$ cat src/rtl/div_sequencer.sv
// Multi-cycle RV32M divide/remainder unit: radix-2 restoring divider with
// RISC-V special-case handling and a start/busy/done handshake.
module div_sequencer #(
  parameter int unsigned WIDTH = 32,
  parameter int unsigned TAG_W = 5
) (
  input  logic             CLK,
  input  logic             RESET,
  input  logic             START,
  input  logic [1:0]       OP,
  input  logic [WIDTH-1:0] DIVIDEND,
  input  logic [WIDTH-1:0] DIVISOR,
  input  logic [TAG_W-1:0] TAG_IN,
  input  logic             FLUSH,
  output logic             BUSY,
  output logic             DONE,
  output logic [WIDTH-1:0] RESULT,
  output logic [TAG_W-1:0] TAG_OUT
);

  localparam int unsigned CNT_W = (WIDTH > 1) ? $clog2(WIDTH) : 1;
  localparam logic [CNT_W-1:0] CNT_LAST = CNT_W'(WIDTH - 1);
  localparam logic [WIDTH-1:0] MIN_NEG  = {1'b1, {(WIDTH-1){1'b0}}};

  typedef enum logic [1:0] {S_IDLE, S_CALC, S_FIX, S_DONE} state_t;

  state_t           state;
  logic [CNT_W-1:0] cnt;
  logic [WIDTH:0]   rem;
  logic [WIDTH-1:0] quo;
  logic [WIDTH-1:0] dvsr;
  logic             is_rem;
  logic             neg_q;
  logic             neg_r;
  logic [TAG_W-1:0] tag_q;

  // OP[1] selects remainder, OP[0] selects unsigned
  logic             is_signed_c;
  logic             a_neg_c;
  logic             b_neg_c;
  logic [WIDTH-1:0] a_abs_c;
  logic [WIDTH-1:0] b_abs_c;
  logic             div_zero_c;
  logic             ovf_c;

  always_comb begin
    is_signed_c = ~OP[0];
    a_neg_c     = is_signed_c & DIVIDEND[WIDTH-1];
    b_neg_c     = is_signed_c & DIVISOR[WIDTH-1];
    a_abs_c     = a_neg_c ? -DIVIDEND : DIVIDEND;
    b_abs_c     = b_neg_c ? -DIVISOR : DIVISOR;
    div_zero_c  = (DIVISOR == '0);
    ovf_c       = is_signed_c && (DIVIDEND == MIN_NEG) && (DIVISOR == '1);
  end

  // One restoring step and the sign fix-up, both from registered state
  logic [WIDTH:0]   rem_sh_c;
  logic             ge_c;
  logic [WIDTH:0]   rem_nx_c;
  logic [WIDTH-1:0] quo_nx_c;
  logic [WIDTH-1:0] q_fix_c;
  logic [WIDTH-1:0] r_fix_c;

  always_comb begin
    rem_sh_c = {rem[WIDTH-1:0], quo[WIDTH-1]};
    ge_c     = (rem_sh_c >= {1'b0, dvsr});
    rem_nx_c = ge_c ? (rem_sh_c - {1'b0, dvsr}) : rem_sh_c;
    quo_nx_c = {quo[WIDTH-2:0], ge_c};
    q_fix_c  = neg_q ? -quo : quo;
    r_fix_c  = neg_r ? -rem[WIDTH-1:0] : rem[WIDTH-1:0];
  end

  always_ff @(posedge CLK) begin
    if (RESET) begin
      state   <= S_IDLE;
      cnt     <= '0;
      rem     <= '0;
      quo     <= '0;
      dvsr    <= '0;
      is_rem  <= 1'b0;
      neg_q   <= 1'b0;
      neg_r   <= 1'b0;
      tag_q   <= '0;
      BUSY    <= 1'b0;
      DONE    <= 1'b0;
      RESULT  <= '0;
      TAG_OUT <= '0;
    end else begin
      DONE <= (state == S_DONE);
      case (state)
        S_IDLE: begin
          if (START && !FLUSH) begin
            tag_q  <= TAG_IN;
            is_rem <= OP[1];
            cnt    <= '0;
            BUSY   <= 1'b1;
            if (div_zero_c) begin
              RESULT  <= OP[1] ? DIVIDEND : '1;
              TAG_OUT <= TAG_IN;
              state   <= S_DONE;
            end else if (ovf_c) begin
              RESULT  <= OP[1] ? '0 : MIN_NEG;
              TAG_OUT <= TAG_IN;
              state   <= S_DONE;
            end else begin
              rem   <= '0;
              quo   <= a_abs_c;
              dvsr  <= b_abs_c;
              neg_q <= a_neg_c ^ b_neg_c;
              neg_r <= a_neg_c;
              state <= S_CALC;
            end
          end
        end
        S_CALC: begin
          if (FLUSH) begin
            BUSY  <= 1'b0;
            state <= S_IDLE;
          end else begin
            rem <= rem_nx_c;
            quo <= quo_nx_c;
            cnt <= cnt + CNT_W'(1);
            if (cnt == CNT_LAST) state <= S_FIX;
          end
        end
        S_FIX: begin
          if (FLUSH) begin
            BUSY  <= 1'b0;
            state <= S_IDLE;
          end else begin
            RESULT  <= is_rem ? r_fix_c : q_fix_c;
            TAG_OUT <= tag_q;
            state   <= S_DONE;
          end
        end
        default: begin
          // DONE still pulses next cycle even if FLUSH is seen here
          BUSY  <= 1'b0;
          state <= S_IDLE;
        end
      endcase
    end
  end

endmodule

$ cat config.mk
export PLATFORM = sky130hd
export DESIGN_NAME = div_sequencer
export DESIGN_NICKNAME = d
export VERILOG_FILES = /design/src/rtl/div_sequencer.sv
export SDC_FILE = /design/constraint.sdc
export NUM_CORES = 1
export LEC_CHECK = 0
export BUFFER_PORTS_ARGS = -buffer_cell sky130_fd_sc_hd__buf_4
export CELL_PAD_IN_SITES_DETAIL_PLACEMENT = 1
export CELL_PAD_IN_SITES_GLOBAL_PLACEMENT = 2
export CORE_UTILIZATION = 35
export DETAILED_ROUTE_END_ITERATION = 10
export PLACE_DENSITY = 0.83
export SYNTH_ARGS = -nofsm -noshare
export SYNTH_HDL_FRONTEND = slang
export SYNTH_SLANG_ARGS = --single-unit
$ cat constraint.sdc
create_clock -name CLK -period 3.2 [get_ports CLK]
set_clock_uncertainty 0.1 [all_clocks]
set_input_delay 0.64 -clock CLK [delete_from_list [all_inputs] [get_ports CLK]]
set_output_delay 0.64 -clock CLK [all_outputs]
set_load 0.02 [all_outputs]
After elaboration in Yosys (flattened, before gate mapping):

Index checks and enable logic that the tools add are counted.

* add/sub/neg operators: 6
* $lt $le $gt $ge: 1
* equal/unequal tests: 14
* mux-type cells: 41
* bitwise logic cells: 6
* reduce and logical (&&, ||, !) cells: 16

Operators with widths (number)
* $mux W32: 20
* $pmux W32 S2: 3
* $neg A32 Y32: 4
* $eq A32 B32 Y1 const B: 2
* $ge A33 B32 Y1: 1
* $logic_not A32 Y1: 1
* $sub A32 B32 Y32: 1
* $mux W5: 6
* $pmux W5 S2: 2
* $mux W2: 6
* $ne A2 B2 Y1 const B: 5
* $reduce_and A4 Y1: 2
* $ne A3 B3 Y1 const B: 2
* $pmux W2 S3: 1
* $reduce_and A2 Y1: 3
* $add A5 B1 Y5 const B: 1
* $eq A5 B5 Y1 const B: 1
* $reduce_and A5 Y1: 1
* $eq A2 B2 Y1 const B: 2
* $reduce_bool A2 Y1: 2
* $logic_and A1 B1 Y1: 3
* $not A1 Y1: 3
* $reduce_and A3 Y1: 1
* $and A1 B1 Y1: 2
* other kinds (8): 9

* bits in registers: 150
* input bits: 75
* output and inout port bits: 39
* word-level logic and storage cells: 97

Longest topological paths before layout:

Gate-level depths: netlist of run 1.

* depth after elaboration: 7
* depth in mapped cells: 14
* mapped depth without buffers: 13

Worst setup path before layout of run 1:

OpenSTA, ideal clock, no wires.

* path type: input to register
* start: in DIVIDEND[6]
* end: reg RESULT[4]
* setup time: 0.128 ns
* arrival: 2.673 ns
* data required time: 2.972 ns
* slack: 0.300 ns
* stages: 10
* buffers on the path: 1
* cell sequence: or4_4 -> nor4_4 -> nand3_1 -> o21ai_2 -> nand2_1 -> o31ai_2 -> clkbuf_1 -> o311ai_0 -> o21ai_1 -> nor2_1

* longest elaborated chain between the ends: 5

RTL lines
* from (decl): line 11 `input logic [WIDTH-1:0] DIVIDEND,`
* $eq A32 B32 Y1: line 53 `ovf_c = is_signed_c && (DIVIDEND == MIN_NEG) && (DIVISOR == '1);`
* $logic_and A1 B1 Y1 (2 in series): line 53
* $ne A3 B3 Y1 (no source line)
* $reduce_and A4 Y1 (no source line)
* to (signal assigned): line 98 `RESULT <= OP[1] ? DIVIDEND : '1;`
* to (signal assigned): line 102 `RESULT <= OP[1] ? '0 : MIN_NEG;`
* to (signal assigned): line 131 `RESULT <= is_rem ? r_fix_c : q_fix_c;`
* to (decl): line 17 `output logic [WIDTH-1:0] RESULT,`

No other way between the ends.
A chain may end at the register's enable or synchronous reset.

Worst setup path after layout of run 1:

* start: reg rem[0]
* end: reg RESULT[18]

* longest elaborated chain between the ends: 5

RTL lines
* from (decl): line 29 `logic [WIDTH:0] rem;`
* from (signal assigned): line 120 `rem <= rem_nx_c;`
* $neg A32 Y32: line 70 `r_fix_c = neg_r ? -rem[WIDTH-1:0] : rem[WIDTH-1:0];`
* $mux W32: line 70
* $mux W32: line 131
* $mux W32: line 127 `if (FLUSH) begin`
* $pmux W32 S2: line 90 `case (state)`

No other way between the ends. The select of a mux whose other input is x is not followed.

==> results.py, run 1 <==
metrics = {
    "outcome": {
        "status": "complete, no violations",
    },
    "critical_path": {
        "cp.depth": 10,
        "critical_path.top_delay_family": "simple AND/OR/NAND/NOR gates",
        "endpoint_kind": "register",
        "setup.worst_path.start": "rem[0]$_SDFFE_PP0P_",
        "cp-endpoint": "RESULT[18]$_SDFFE_PP0P_",
        "slowest_stage": "or4b_2",
        "critPathLaunchType": "register",
        "worstRegToRegCells": 10,
        "cp_num_buf_inv": 1,
        "crit_fanout": 6,
        "required_ps": 3390,
        "setup.worst_path.class": "reg2reg",
        "r2r_setup_slack_ps": 170,
        "r2r-end": "RESULT[18]$_SDFFE_PP0P_",
        "r2r_start": "rem[0]$_SDFFE_PP0P_",
        "crit_chain": "inv_1 -> ha_1 -> or4b_2 -> or3_1 -> o21ai_1 -> nand2_1 -> xnor2_1 -> o211ai_1 -> a21oi_1 -> nor3_1",
        "cpPeakStageDelay_ps": 670,
        "crit_arrival_ps": 3220,
    },
    "cells_and_area": {
        "design_area_um2": 13950,
        "seqCellArea_um2": 3003,
        "multiInputGateArea_um2": 7616,
        "layout-drive-gt1-share": 0.1886,
        "nFillCells": 3848,
        "nets": 1808,
        "num_antenna_cells": 0,
        "syn_to_final_growth_pct": 24.93,
    },
    "synthesis": {
        "synthTopCellsByArea": "dfxtp_1, nor2_1, xnor2_1",
        "synthCells": 1514,
        "yosysTopAreaCell": "dfxtp_1",
        "synth_async_sr_flop_share": 0,
        "avgSynthCellArea_um2": 7.375,
        "synth_top_flop_cell": "dfxtp_1",
        "synthMostInstantiatedCell": "nor2_1",
        "synthTopCellsByCount": "nor2_1, nand2_1, dfxtp_1",
        "synth_fp_nets": 1633,
        "yosysSeqAreaShare": 0.2689,
        "ys_warn_count": 0,
        "syn_area_um2": 11170,
        "synth_top_area_share": 0.2689,
        "synth_edf_count": 0,
        "synth.distinct_cells": 69,
        "synth_seq_cells": 150,
    },
    "sta": {
        "rsz0062_at_grt": "false",
        "min_period_over_period": 0.9478,
        "drv_slew": 0,
        "fin_ws_ps": 166.9,
        "finalCriticalPeriod_ps": 3033,
        "whs_ps": 348.5,
        "slew_headroom": 0.4550,
        "worst_pin_slew_ps": 816.4,
        "fmax_ghz": 0.3297,
        "setup_violations": 0,
        "report.final.hold_viol_count": 0,
    },
    "route": {
        "drtIter0Drc": 634,
        "drt_pass1_iterations": 5,
        "antenna_left": 0,
        "wl_per_cell_um": 19.40,
        "drc": 0,
        "wirelength_um": 40820,
        "vias": 11656,
        "vias_per_cell": 5.540,
    },
    "global_route": {
        "grt_pass1_wl_um": 65260,
        "grt_use_met2": 0.4202,
        "met3_usage": 0.03658,
        "top_usage_layer": "met2",
        "antenna_found_initial": 0,
        "gr-total-overflow": 0,
        "grt_max_degree": 53,
        "track_usage": 0.2526,
        "grt_util_met1": 0.3352,
        "grt_pass1_vias": 11743,
    },
    "floorplan": {
        "initial_core_util": 0.3548,
        "num_io_pins": 114,
        "die_area_um2": 32620,
        "core-area_um2": 31470,
        "die_w_um": 180.6,
        "die_h_um": 180.6,
        "rows": 65,
    },
    "pwr": {
        "clkPwrFrac": 0.340,
        "p_int_mw": 3.963,
        "power_leakage_nw": 5.516,
        "pwr_density_cell_nw_per_um2": 440.7,
        "comb_power_share": 0.321,
        "total_power_mw": 6.148,
        "seqPwrFrac": 0.340,
        "p_sw_frac": 0.3554,
        "switchingPower_mw": 2.185,
        "peakVddDrop_mv": 0.2998,
    },
    "clocking": {
        "cts_max_level": 4,
        "numCtsBuffers": 17,
        "postCtsSetupRepairBufs": 0,
        "cts-root-buf": "clkbuf_16",
        "clkTransAtPathRegs_ps": 70,
        "clockBufferDepth": 2,
        "clk_latency_ps": 440,
        "cts.sinks": 150,
        "cts_tree": "done",
    },
    "placement": {
        "postPlaceCellArea_um2": 13310,
        "hpwl_um": 31920,
        "gp_congestion": 0.8932,
        "portBuffers": 113,
        "place_ws_ps": -41.04,
    },
    "min_path": {
        "worstHoldPathType": "in2reg",
    },
    "run": {
        "drv_cap": 0,
    },
}
==> repair_timing <==
action	4_1_cts	5_1_grt
setup endpoints to repair	0	10
gates resized for setup	0	11
hold buffers	0	0
==> through the flow <==
step / TNS [ps] / utilization / cells
floorplan: 0 / - / 1514
global route: 0 / 0.4432 / 2104
finish: 0 / 0.4432 / 2104
CTS: 0 / 0.4417 / 2104
detailed placement: -59.38 / 0.4230 / 2072
global placement: 0 / 0.4230 / 2072
==> cells by family after synthesis <==
logic type	count (synthesis)	share of synthesized area
buffers and inverters	158	0.05513
XOR/XNOR	146	0.1145
adder cells (fa/ha/maj)	44	0.04998
multiplexers	42	0.03765
AND/OR/NAND/NOR	522	0.2154
flip-flops	150	0.2689
AO/OA/AOI/OAI	452	0.2584
==> metal layers <==
layer	wire length, µm	up-vias	share of wire
met1	19700	5671	0.48
met3	1277	49	0.031
met5	0	-	0
met4	947	0	0.023
li1	-	5722	-
met2	18900	214	0.46
==> power groups by stage <==
stage	Combinational [mW]	Sequential [mW]	Clock [mW]
global placement	1.90	2.12	0
detailed placement	1.94	2.13	0
global route	2.17	2.10	2.22
CTS	1.95	2.09	2.13
floorplan	1.23	2.10	0
finish	1.97	2.09	2.09
==> cell usage in the layout, fill, tap and decap left out, types with 13 or more instances in the layout <==
| cell | synthesis | layout |
|---|---|---|
| inv_1 | 64 | 64 |
| o41ai_1 | 13 | 13 |
| a21oi_1 | 116 | 115 |
| buf_4 | 1 | 239 |
| ha_1 | 43 | 42 |
| clkbuf_16 | 0 | 17 |
| nand3_1 | 26 | 26 |
| mux2i_1 | 42 | 42 |
| xor2_1 | 70 | 70 |
| o21ai_0 | 130 | 128 |
| nor3_1 | 29 | 29 |
| a211oi_1 | 49 | 48 |
| o31ai_1 | 28 | 26 |
| nor2_1 | 199 | 198 |
| or3_1 | 20 | 20 |
| nand4_1 | 14 | 14 |
| o211ai_1 | 24 | 24 |
| xnor2_1 | 76 | 76 |
| nand2_1 | 156 | 155 |
| dfxtp_1 | 150 | 150 |
==> state kept, by name, summed over array words and instances, names as in the netlist, 2 cells and up <==
name and flops:
RESULT 32, TAG_OUT 5, cnt 5, dvsr 32
quo 32, rem 32, state 2, tag_q 5
==> final cells by class <==
class                   count  share of cell area
clock buffers              20             0.03202
clock inverters            12             0.01023
inverters                  65             0.01749
multi-input cells        1206              0.5460
flip-flops and latches    150              0.2153
well taps                 402             0.03606
repair buffers            249              0.1430
==> worst min-delay path: cells and delay by family <==
| kind | cells | cell delay (ps) |
|---|---|---|
| buf+inv | 1 | 110 |
| compound gates | 1 | 50 |
| simple gates | 1 | 40 |
==> how the worst min path moves through the flow <==
| stage | cells after the start | to | from | slack [ps] |
|---|---|---|---|---|
| after floorplan | 2 | tag_q[0]$_SDFFE_PP0P_ | tag_q[0]$_SDFFE_PP0P_ | 340 |
| after CTS | 3 | tag_q[0]$_SDFFE_PP0P_ | TAG_IN[0] | 340 |
| after global placement | 2 | tag_q[2]$_SDFFE_PP0P_ | tag_q[2]$_SDFFE_PP0P_ | 340 |
| final | 3 | tag_q[3]$_SDFFE_PP0P_ | TAG_IN[3] | 350 |
| after detailed placement | 2 | tag_q[3]$_SDFFE_PP0P_ | tag_q[3]$_SDFFE_PP0P_ | 350 |
| after global routing | 3 | tag_q[0]$_SDFFE_PP0P_ | TAG_IN[0] | 350 |
Note: power is estimated with default switching activity, not from simulation.
==> run 2, diff against run 1 <==
--- a/config.mk
+++ b/config.mk
@@ -5,7 +5,7 @@
 export SDC_FILE = /design/constraint.sdc
 export NUM_CORES = 1
 export LEC_CHECK = 0
-export BUFFER_PORTS_ARGS = -buffer_cell sky130_fd_sc_hd__buf_4
+export BUFFER_PORTS_ARGS = -buffer_cell sky130_fd_sc_hd__buf_2
 export CELL_PAD_IN_SITES_DETAIL_PLACEMENT = 1
 export CELL_PAD_IN_SITES_GLOBAL_PLACEMENT = 2
 export CORE_UTILIZATION = 35
==> results.py, run 2 (synthesized netlist as in run 1, its figures left out) <==
metrics = {
    "sta": {
        "report.final.hold_viol_count": 0,
        "fin_ws_ps": 131.5,
        "fmax_ghz": 0.3259,
        "rsz0062_at_grt": "true",
        "finalCriticalPeriod_ps": 3069,
        "setup_violations": 0,
        "slew_headroom": 0.4871,
        "fin_setup_tns_ps": 0,
        "worst_pin_slew_ps": 768.3,
        "drv_slew": 0,
        "min_period_over_period": 0.9589,
    },
    "pwr": {
        "switchingPower_mw": 2.173,
        "seqPwrFrac": 0.336,
        "clkPwrFrac": 0.346,
        "power_leakage_nw": 5.532,
        "comb_power_share": 0.318,
        "pwr_density_cell_nw_per_um2": 451.3,
        "p_int_mw": 4.033,
        "total_power_mw": 6.206,
        "p_sw_frac": 0.3501,
        "peakVddDrop_mv": 0.4031,
    },
    "run": {
        "drv_cap": 0,
    },
    "route": {
        "vias": 11810,
        "drtIter0Drc": 658,
        "vias_per_cell": 5.587,
        "wirelength_um": 41760,
        "drc": 0,
        "antenna_left": 0,
        "drt_pass1_iterations": 5,
        "wl_per_cell_um": 19.76,
    },
    "floorplan": {
        "initial_core_util": 0.3548,
        "rows": 65,
        "num_io_pins": 114,
        "core-area_um2": 31470,
        "die_w_um": 180.6,
        "die_h_um": 180.6,
        "die_area_um2": 32620,
    },
    "cells_and_area": {
        "num_antenna_cells": 0,
        "layout_commonest_cell": "nor2_1",
        "final_cell_mix": "nor2_1, nand2_1, dfxtp_1, buf_4, o21ai_0",
        "syn_to_final_growth_pct": 23.17,
        "nets": 1818,
        "design_area_um2": 13750,
        "fin_cells": 2114,
        "layout-drive-gt1-share": 0.1933,
    },
    "placement": {
        "hpwl_um": 32570,
        "portBuffers": 113,
        "place_ws_ps": -29.79,
        "gp_congestion": 0.8865,
        "postPlaceCellArea_um2": 13100,
        "placed_cells": 2082,
    },
    "clocking": {
        "post_cts_resize_count": 1,
        "cts.sinks": 150,
        "cts_hold_buf": 0,
        "cts_max_level": 4,
        "clk_latency_ps": 450,
        "numCtsBuffers": 17,
        "postCtsSetupRepairBufs": 0,
        "cts_tree": "done",
        "clockBufferDepth": 2,
        "clkTransAtPathRegs_ps": 70,
        "cts-root-buf": "clkbuf_16",
    },
    "min_path": {
        "worstHoldPathType": "in2reg",
        "holdPathStages": 3,
    },
    "critical_path": {
        "critPathLaunchType": "register",
        "setup.worst_path.class": "reg2reg",
        "r2r_setup_slack_ps": 130,
        "endpoint_kind": "register",
        "crit_arrival_ps": 3350,
        "required_ps": 3480,
        "crit_fanout": 4,
        "worstRegToRegCells": 10,
    },
    "global_route": {
        "gr-total-overflow": 0,
        "grt_pass1_vias": 11983,
        "grt_pass1_wl_um": 66120,
        "grt_max_degree": 63,
        "track_usage": 0.2580,
        "antenna_found_initial": 0,
    },
    "outcome": {
        "status": "complete, no violations",
    },
}
==> run 2: cell types whose count changed in the layout (fill, tap and decap cells not counted), moves of 3 or more <==
cell        delta
buf_2        +112
buf_4        -102
clkinv_2       +3
clkinvlp_4     -3
inv_6          -3
==> run 2: cell type report <==
type | instances | area [µm²]
tap | 402 | 503.0
fill | 3931 | 17720
clock inverter | 11 | 147.6
clock buffer | 21 | 460.4
timing repair buffer | 259 | 1780
multi-input combinational | 1206 | 7615
sequential | 150 | 3003
inverter | 65 | 244.0
==> run 2: worst max-delay path, stage by stage (launching register included) <==
cell	delay, ps
dfxtp_1	310
or4_4	580
nor4_4	210
or3b_4	450
or3_4	340
o31ai_2	200
xor2_1	170
a2111oi_2	380
buf_4	160
nand2_1	40
o21ai_1	60
==> run 2: routing by layer <==
layer | GRT usage | wire (µm)
met5 | 0 | 0
met3 | 0.04123 | 1992
met2 | 0.4256 | 19470
met1 | 0.3361 | 19170
met4 | 0.09983 | 1124
==> run 2: worst paths after layout <==
kind,from,endpoint
setup reg to reg,quo[6]$_SDFFE_PP0P_,RESULT[25]$_SDFFE_PP0P_
hold / removal,TAG_IN[3],tag_q[3]$_SDFFE_PP0P_
hold reg to reg,tag_q[3]$_SDFFE_PP0P_,tag_q[3]$_SDFFE_PP0P_
setup / recovery,quo[6]$_SDFFE_PP0P_,RESULT[25]$_SDFFE_PP0P_
==> run 2: through the flow <==
stage                     utilization  hold WS (ps)
final                          0.4370         344.8
after global routing           0.4370         333.4
after CTS                      0.4354         323.8
after detailed placement       0.4161         355.5
after global placement         0.4161         341.3
after floorplan                     -         336.0
==> run 2: power by group through the flow <==
stage          logic [mW]  clock network, mW  registers, mW
5_1_grt              2.16               2.27           2.10
2_1_floorplan        1.23                  0           2.10
3_3_place_gp         1.90                  0           2.11
3_5_place_dp         1.93                  0           2.12
6_report             1.98               2.15           2.08
4_1_cts              1.95               2.20           2.08
